$ cat src/rtl/vga_timing_gen_if.sv
// Raster timing bundle from vga_timing_gen to the renderer stages and the VGA connector.
// The master side drives every signal; the slave side only observes.
interface vga_timing_gen_if;
  logic [9:0] DrawX;
  logic [9:0] DrawY;
  logic       blank;
  logic       hs;
  logic       vs;
  logic       line_start;
  logic       frame_start;
  logic [7:0] frame_count;

  modport master (
    output DrawX,
    output DrawY,
    output blank,
    output hs,
    output vs,
    output line_start,
    output frame_start,
    output frame_count
  );

  modport slave (
    input DrawX,
    input DrawY,
    input blank,
    input hs,
    input vs,
    input line_start,
    input frame_start,
    input frame_count
  );
endinterface

$ cat src/rtl/vga_timing_gen.sv
// Free-running 640x480@60 raster timing generator on vga_clk (default parameters).
// Define VGA_SYNC_DELAY_EN to delay blank/hs/vs by one clock to match renderer ROM latency.
module vga_timing_gen #(
  parameter int H_VISIBLE = 640,
  parameter int H_FRONT   = 16,
  parameter int H_SYNC    = 96,
  parameter int H_BACK    = 48,
  parameter int V_VISIBLE = 480,
  parameter int V_FRONT   = 10,
  parameter int V_SYNC    = 2,
  parameter int V_BACK    = 33,
  parameter bit SYNC_POL  = 1'b0
) (
  input  logic             vga_clk,
  input  logic             reset_n,
  vga_timing_gen_if.master vga
);

  localparam int H_TOTAL = H_VISIBLE + H_FRONT + H_SYNC + H_BACK;
  localparam int V_TOTAL = V_VISIBLE + V_FRONT + V_SYNC + V_BACK;

  localparam logic [9:0] H_LAST = 10'(H_TOTAL - 1);
  localparam logic [9:0] V_LAST = 10'(V_TOTAL - 1);
  localparam logic [9:0] H_VIS  = 10'(H_VISIBLE);
  localparam logic [9:0] V_VIS  = 10'(V_VISIBLE);
  localparam logic [9:0] HS_BEG = 10'(H_VISIBLE + H_FRONT);
  localparam logic [9:0] HS_END = 10'(H_VISIBLE + H_FRONT + H_SYNC);
  localparam logic [9:0] VS_BEG = 10'(V_VISIBLE + V_FRONT);
  localparam logic [9:0] VS_END = 10'(V_VISIBLE + V_FRONT + V_SYNC);

  logic [9:0] h_cnt;
  logic [9:0] v_cnt;
  logic [9:0] h_nxt;
  logic [9:0] v_nxt;
  logic       blank_nxt;
  logic       hs_nxt;
  logic       vs_nxt;
  logic       line_nxt;
  logic       frame_nxt;

  logic       blank_r;
  logic       hs_r;
  logic       vs_r;
  logic       line_r;
  logic       frame_r;
  logic [7:0] frame_cnt;

  always_comb begin
    h_nxt = h_cnt + 10'd1;
    v_nxt = v_cnt;
    if (h_cnt == H_LAST) begin
      h_nxt = '0;
      if (v_cnt == V_LAST) begin
        v_nxt = '0;
      end else begin
        v_nxt = v_cnt + 10'd1;
      end
    end
  end

  // Decoding the next-state counters keeps every registered output aligned with DrawX/DrawY.
  always_comb begin
    blank_nxt = (h_nxt < H_VIS) && (v_nxt < V_VIS);
    hs_nxt    = ((h_nxt >= HS_BEG) && (h_nxt < HS_END)) ? SYNC_POL : ~SYNC_POL;
    vs_nxt    = ((v_nxt >= VS_BEG) && (v_nxt < VS_END)) ? SYNC_POL : ~SYNC_POL;
    line_nxt  = (h_nxt == '0);
    frame_nxt = (h_nxt == '0) && (v_nxt == '0);
  end

  always_ff @(posedge vga_clk) begin
    if (!reset_n) begin
      h_cnt     <= '0;
      v_cnt     <= '0;
      blank_r   <= 1'b0;
      hs_r      <= ~SYNC_POL;
      vs_r      <= ~SYNC_POL;
      line_r    <= 1'b0;
      frame_r   <= 1'b0;
      frame_cnt <= '0;
    end else begin
      h_cnt   <= h_nxt;
      v_cnt   <= v_nxt;
      blank_r <= blank_nxt;
      hs_r    <= hs_nxt;
      vs_r    <= vs_nxt;
      line_r  <= line_nxt;
      frame_r <= frame_nxt;
      if (frame_nxt) begin
        frame_cnt <= frame_cnt + 8'd1;
      end
    end
  end

  assign vga.DrawX       = h_cnt;
  assign vga.DrawY       = v_cnt;
  assign vga.line_start  = line_r;
  assign vga.frame_start = frame_r;
  assign vga.frame_count = frame_cnt;

`ifdef VGA_SYNC_DELAY_EN
  logic blank_d;
  logic hs_d;
  logic vs_d;

  always_ff @(posedge vga_clk) begin
    if (!reset_n) begin
      blank_d <= 1'b0;
      hs_d    <= ~SYNC_POL;
      vs_d    <= ~SYNC_POL;
    end else begin
      blank_d <= blank_r;
      hs_d    <= hs_r;
      vs_d    <= vs_r;
    end
  end

  assign vga.blank = blank_d;
  assign vga.hs    = hs_d;
  assign vga.vs    = vs_d;
`else
  assign vga.blank = blank_r;
  assign vga.hs    = hs_r;
  assign vga.vs    = vs_r;
`endif

endmodule

$ cat src/flat_wrapper.sv
// flat-port wrapper written by rule: the top's interface ports become plain ports
module vga_timing_gen_flat 
#(
  parameter int H_VISIBLE = 640,
  parameter int H_FRONT   = 16,
  parameter int H_SYNC    = 96,
  parameter int H_BACK    = 48,
  parameter int V_VISIBLE = 480,
  parameter int V_FRONT   = 10,
  parameter int V_SYNC    = 2,
  parameter int V_BACK    = 33,
  parameter bit SYNC_POL  = 1'b0
)
  (vga_clk, reset_n, vga_DrawX, vga_DrawY, vga_blank, vga_hs, vga_vs, vga_line_start, vga_frame_start, vga_frame_count);
  vga_timing_gen_if vga_i ();
  input  logic vga_clk;
  input  logic reset_n;
  output wire logic [$bits(vga_i.DrawX)-1:0] vga_DrawX;
  output wire logic [$bits(vga_i.DrawY)-1:0] vga_DrawY;
  output wire logic [$bits(vga_i.blank)-1:0] vga_blank;
  output wire logic [$bits(vga_i.hs)-1:0] vga_hs;
  output wire logic [$bits(vga_i.vs)-1:0] vga_vs;
  output wire logic [$bits(vga_i.line_start)-1:0] vga_line_start;
  output wire logic [$bits(vga_i.frame_start)-1:0] vga_frame_start;
  output wire logic [$bits(vga_i.frame_count)-1:0] vga_frame_count;
  assign vga_DrawX = vga_i.DrawX;
  assign vga_DrawY = vga_i.DrawY;
  assign vga_blank = vga_i.blank;
  assign vga_hs = vga_i.hs;
  assign vga_vs = vga_i.vs;
  assign vga_line_start = vga_i.line_start;
  assign vga_frame_start = vga_i.frame_start;
  assign vga_frame_count = vga_i.frame_count;
  vga_timing_gen #(.H_VISIBLE(H_VISIBLE), .H_FRONT(H_FRONT), .H_SYNC(H_SYNC), .H_BACK(H_BACK), .V_VISIBLE(V_VISIBLE), .V_FRONT(V_FRONT), .V_SYNC(V_SYNC), .V_BACK(V_BACK), .SYNC_POL(SYNC_POL)) u_core (.vga_clk(vga_clk), .reset_n(reset_n), .vga(vga_i));
endmodule
$ cat config.mk
export PLATFORM = sky130hd
export DESIGN_NAME = vga_timing_gen_flat
export DESIGN_NICKNAME = d
export VERILOG_FILES = /design/src/rtl/vga_timing_gen_if.sv /design/src/rtl/vga_timing_gen.sv /design/src/flat_wrapper.sv
export SDC_FILE = /design/constraint.sdc
export NUM_CORES = 1
export LEC_CHECK = 0
export ABC_AREA = 0
export CELL_PAD_IN_SITES_DETAIL_PLACEMENT = 1
export CELL_PAD_IN_SITES_GLOBAL_PLACEMENT = 1
export CORE_MARGIN = 5
export CORE_UTILIZATION = 35
export DETAILED_ROUTE_END_ITERATION = 12
export PLACE_DENSITY = 0.84
export SYNTH_ARGS = -nofsm -noshare
export SYNTH_HDL_FRONTEND = slang
export SYNTH_SLANG_ARGS = --single-unit
$ cat constraint.sdc
create_clock -name vga_clk -period 2.5 [get_ports vga_clk]
set_input_delay 0.5 -clock vga_clk [delete_from_list [all_inputs] [get_ports vga_clk]]
set_output_delay 0.5 -clock vga_clk [all_outputs]
set_load 0.02 [all_outputs]
==> run_results.csv <==
group,metric,value,unit
sta,slew_headroom,65.7,%
setup_path,cp.arrival,2.83,ns
clocking,clock_latency,0.30,ns
placement,pre_cts_ws,-0.146,ns
sta,setup_slack,-0.0970,ns
final_layout,area_growth_syn_to_layout,55.7,%
sta,fin_crit,2.60,ns
synthesis,synthTopCellsByArea,"dfxtp_1 33%, nor2_1 5.0%, xnor2_1 4.7%",
synthesis,synth_nets,251,
synthesis,synth_cell_types,52,
synthesis,yosysWarnings,0,
synthesis,seq_area_frac_synth,32.5,%
setup_path,cp.required,2.74,ns
global_route,antenna_found_initial,0,
die,ioPinCount,35,
setup_path,critical_path_class,"flip-flop to flip-flop",
outcome,violations,"setup timing",
sta,worstMarginPinSlew,0.511,ns
detailed_routing,drtIter0Drc,142,
setup_path,critPathCaptureType,"flip-flop",
global_route,track_usage,22.2,%
clocking,cts_htree_levels,2,
power,pwr-share-comb,11.9,%
clocking,clk_pin_slew_worst_paths,0.08,ns
sta,timing.hold.ws,0.515,ns
sta,hold_viol,0,
placement,post-place-cells,391,
synthesis,synthCells,245,
die,die-area,7430,sq um
sta,setup_viol,7,
clocking,clockBufferDepth,2,
die,start_util,36.4,%
min_path,hp-class,"flip-flop to flip-flop",
die,die_y,86.2,microns
global_route,grt_pass1_wl,13.0,mm
sta,finalClockSkew,0.0174,ns
detailed_routing,totalWireLength,8.72,mm
clocking,cts_tree,"built",
power,power_density,345,nW/um^2
synthesis,synth_top_area_share,32.5,%
sta,rsz0062_at_grt,"yes",
detailed_routing,vias,2374,
power,power_frac_clock,38.5,%
placement,port_buffers,34,
power,seq_power_share,49.6,%
final_layout,instances_no_fill,411,
power,p_sw,0.308,mW
flow_run,drv_cap,0,
global_route,grt-ovfl-total,0,
detailed_routing,first_pass_iters,5,
detailed_routing,wire_per_inst,21.2,microns
sta,fmax,385,MHz
global_route,grt_pass1_vias,2484,
detailed_routing,viasPerCell,5.78,
synthesis,synth_area,2030,sq um
synthesis,yosys.area.top_type,"dfxtp_1",
power,vdd_drop_max,0.000349,V
clocking,clock_sinks,33,
die,die_x,86.2,microns
sta,period_share,104,%
synthesis,synth-main-ff-cell,"dfxtp_1",
final_layout,diodes,0,
final_layout,fin_util,56.7,%
clocking,cts-root-buf,"clkbuf_8",
synthesis,ys_ff_latch,33,
detailed_routing,drc,0,
setup_path,start_kind,"flip-flop",
sta,slew_viol_final,0,
synthesis,ys_top_cells_by_count,"33 x dfxtp_1, 27 x nor2_1, 17 x a21oi_1, 16 x nand2_1",
die,core_area,5570,sq um
detailed_routing,ant_nets,0,
final_layout,drive_gt1_share,36.0,%
placement,gp_congestion,0.935,
die,rows,27,
synthesis,avgSynthCellArea,8.29,sq um
synthesis,async_flop_share,0,%
setup_path,crit_fanout,6,
synthesis,synth-edff-count,0,
placement,place_hpwl,5.10,mm
power,p_int,0.782,mW
power,swShare,28.2,%
power,power.leakage,1.16,nW
final_layout,nNetsFinal,344,
clocking,cts_buffers,5,
outcome,status,"finished, violations left",
power,power,1.09,mW
synthesis,synth.most_common_cell,"dfxtp_1",
global_route,grt_max_degree,14,
-- worst paths after layout --
check / startpoint / cells past startpoint / slack [ns] / end
setup / recovery: u_core.vga.DrawY[4]$_SDFF_PN0_ / 8 / -0.1 / u_core.vga.frame_count[2]$_SDFFE_PN0P_
hold reg to reg: u_core.vga.frame_count[7]$_SDFFE_PN0P_ / 2 / 0.51 / u_core.vga.frame_count[7]$_SDFFE_PN0P_
setup reg to reg: u_core.vga.DrawY[4]$_SDFF_PN0_ / 8 / -0.1 / u_core.vga.frame_count[2]$_SDFFE_PN0P_
hold / removal: u_core.vga.frame_count[7]$_SDFFE_PN0P_ / 2 / 0.51 / u_core.vga.frame_count[7]$_SDFFE_PN0P_
-- worst max-delay path, cell delays in order, from the launching register on --
cell and delay [ns]:
dfxtp_1 0.47, nand2_1 0.15, nor4_1 0.34, buf_4 0.19
a21boi_0 0.17, o31ai_4 0.40, nand3_4 0.18, or4_1 0.48
a21oi_2 0.16
-- area by class of cell --
cell class	count	area [sq um]
tap	72	90.1
multi-input combinational	185	1410
timing repair buffer	102	862
sequential	33	672
fill	664	2410
inverter	11	41.3
clock buffer	5	68.8
clock inverter	3	17.5
-- cells by family (layout without fill, tap and decap cells) --
family / Yosys count / after routing / share of synthesized area, %
compound gates: 56 / 56 / 19.3
xor+xnor: 13 / 13 / 5.61
fa+ha+maj: 4 / 4 / 2.46
buf+inv: 28 / 121 / 6.96
flops: 33 / 33 / 32.5
mux: 1 / 1 / 0.493
simple gates: 110 / 111 / 32.7
-- metrics by stage --
stage / TNS (ns) / cell area [sq um]
after global routing: -1.16 / 3160
after floorplan: 0 / 2040
after global placement: -0.130 / 2800
after detailed placement: -0.931 / 2800
final: -0.420 / 3160
after CTS: 0 / 3000
-- power by group through the flow --
| stage | Clock (mW) | Sequential, mW | Combinational, mW |
|---|---|---|---|
| 2_1_floorplan | 0 | 0.559 | 0.0474 |
| 3_3_place_gp | 0 | 0.550 | 0.104 |
| 3_5_place_dp | 0 | 0.551 | 0.107 |
| 4_1_cts | 0.414 | 0.540 | 0.115 |
| 5_1_grt | 0.448 | 0.541 | 0.137 |
| 6_report | 0.420 | 0.541 | 0.129 |
-- metal layers --
| metal | GRT usage, % | wire, microns |
|---|---|---|
| met1 | 26.4 | 3500 |
| met2 | 39.1 | 4430 |
| met3 | 3.52 | 375 |
| met4 | 9.77 | 412 |
| met5 | 0 | 0 |
-- cell usage in the layout (no fill, tap or decap), types with 6 or more instances in the layout --
cell,instances
nor2_1,27
nand4_1,8
clkdlybuf4s50_1,34
a21oi_1,11
a21oi_2,6
xnor2_1,10
buf_4,65
and3_1,6
dfxtp_1,28
nand3_1,10
nand2_1,16
o21ai_0,10
inv_1,11
-- registers in the layout, indices dropped and copies added, names as in the netlist --
register	count
u_core.vga.DrawY	10
u_core.vga.frame_start	1
u_core.vga.DrawX	10
u_core.vga.frame_count	8
u_core.vga.vs	1
u_core.vga.hs	1
u_core.vga.line_start	1
u_core.vga.blank	1
-- timing repair --
| action | in CTS | in global routing |
|---|---|---|
| pin swaps | 4 | 10 |
| gates cloned | 1 | 0 |
| buffers inserted | 7 | 4 |
| endpoints found under the setup margin | 8 | 10 |
| gates resized for setup | 9 | 29 |
| hold buffers | 0 | 0 |
(Power assumes the default switching activity.)
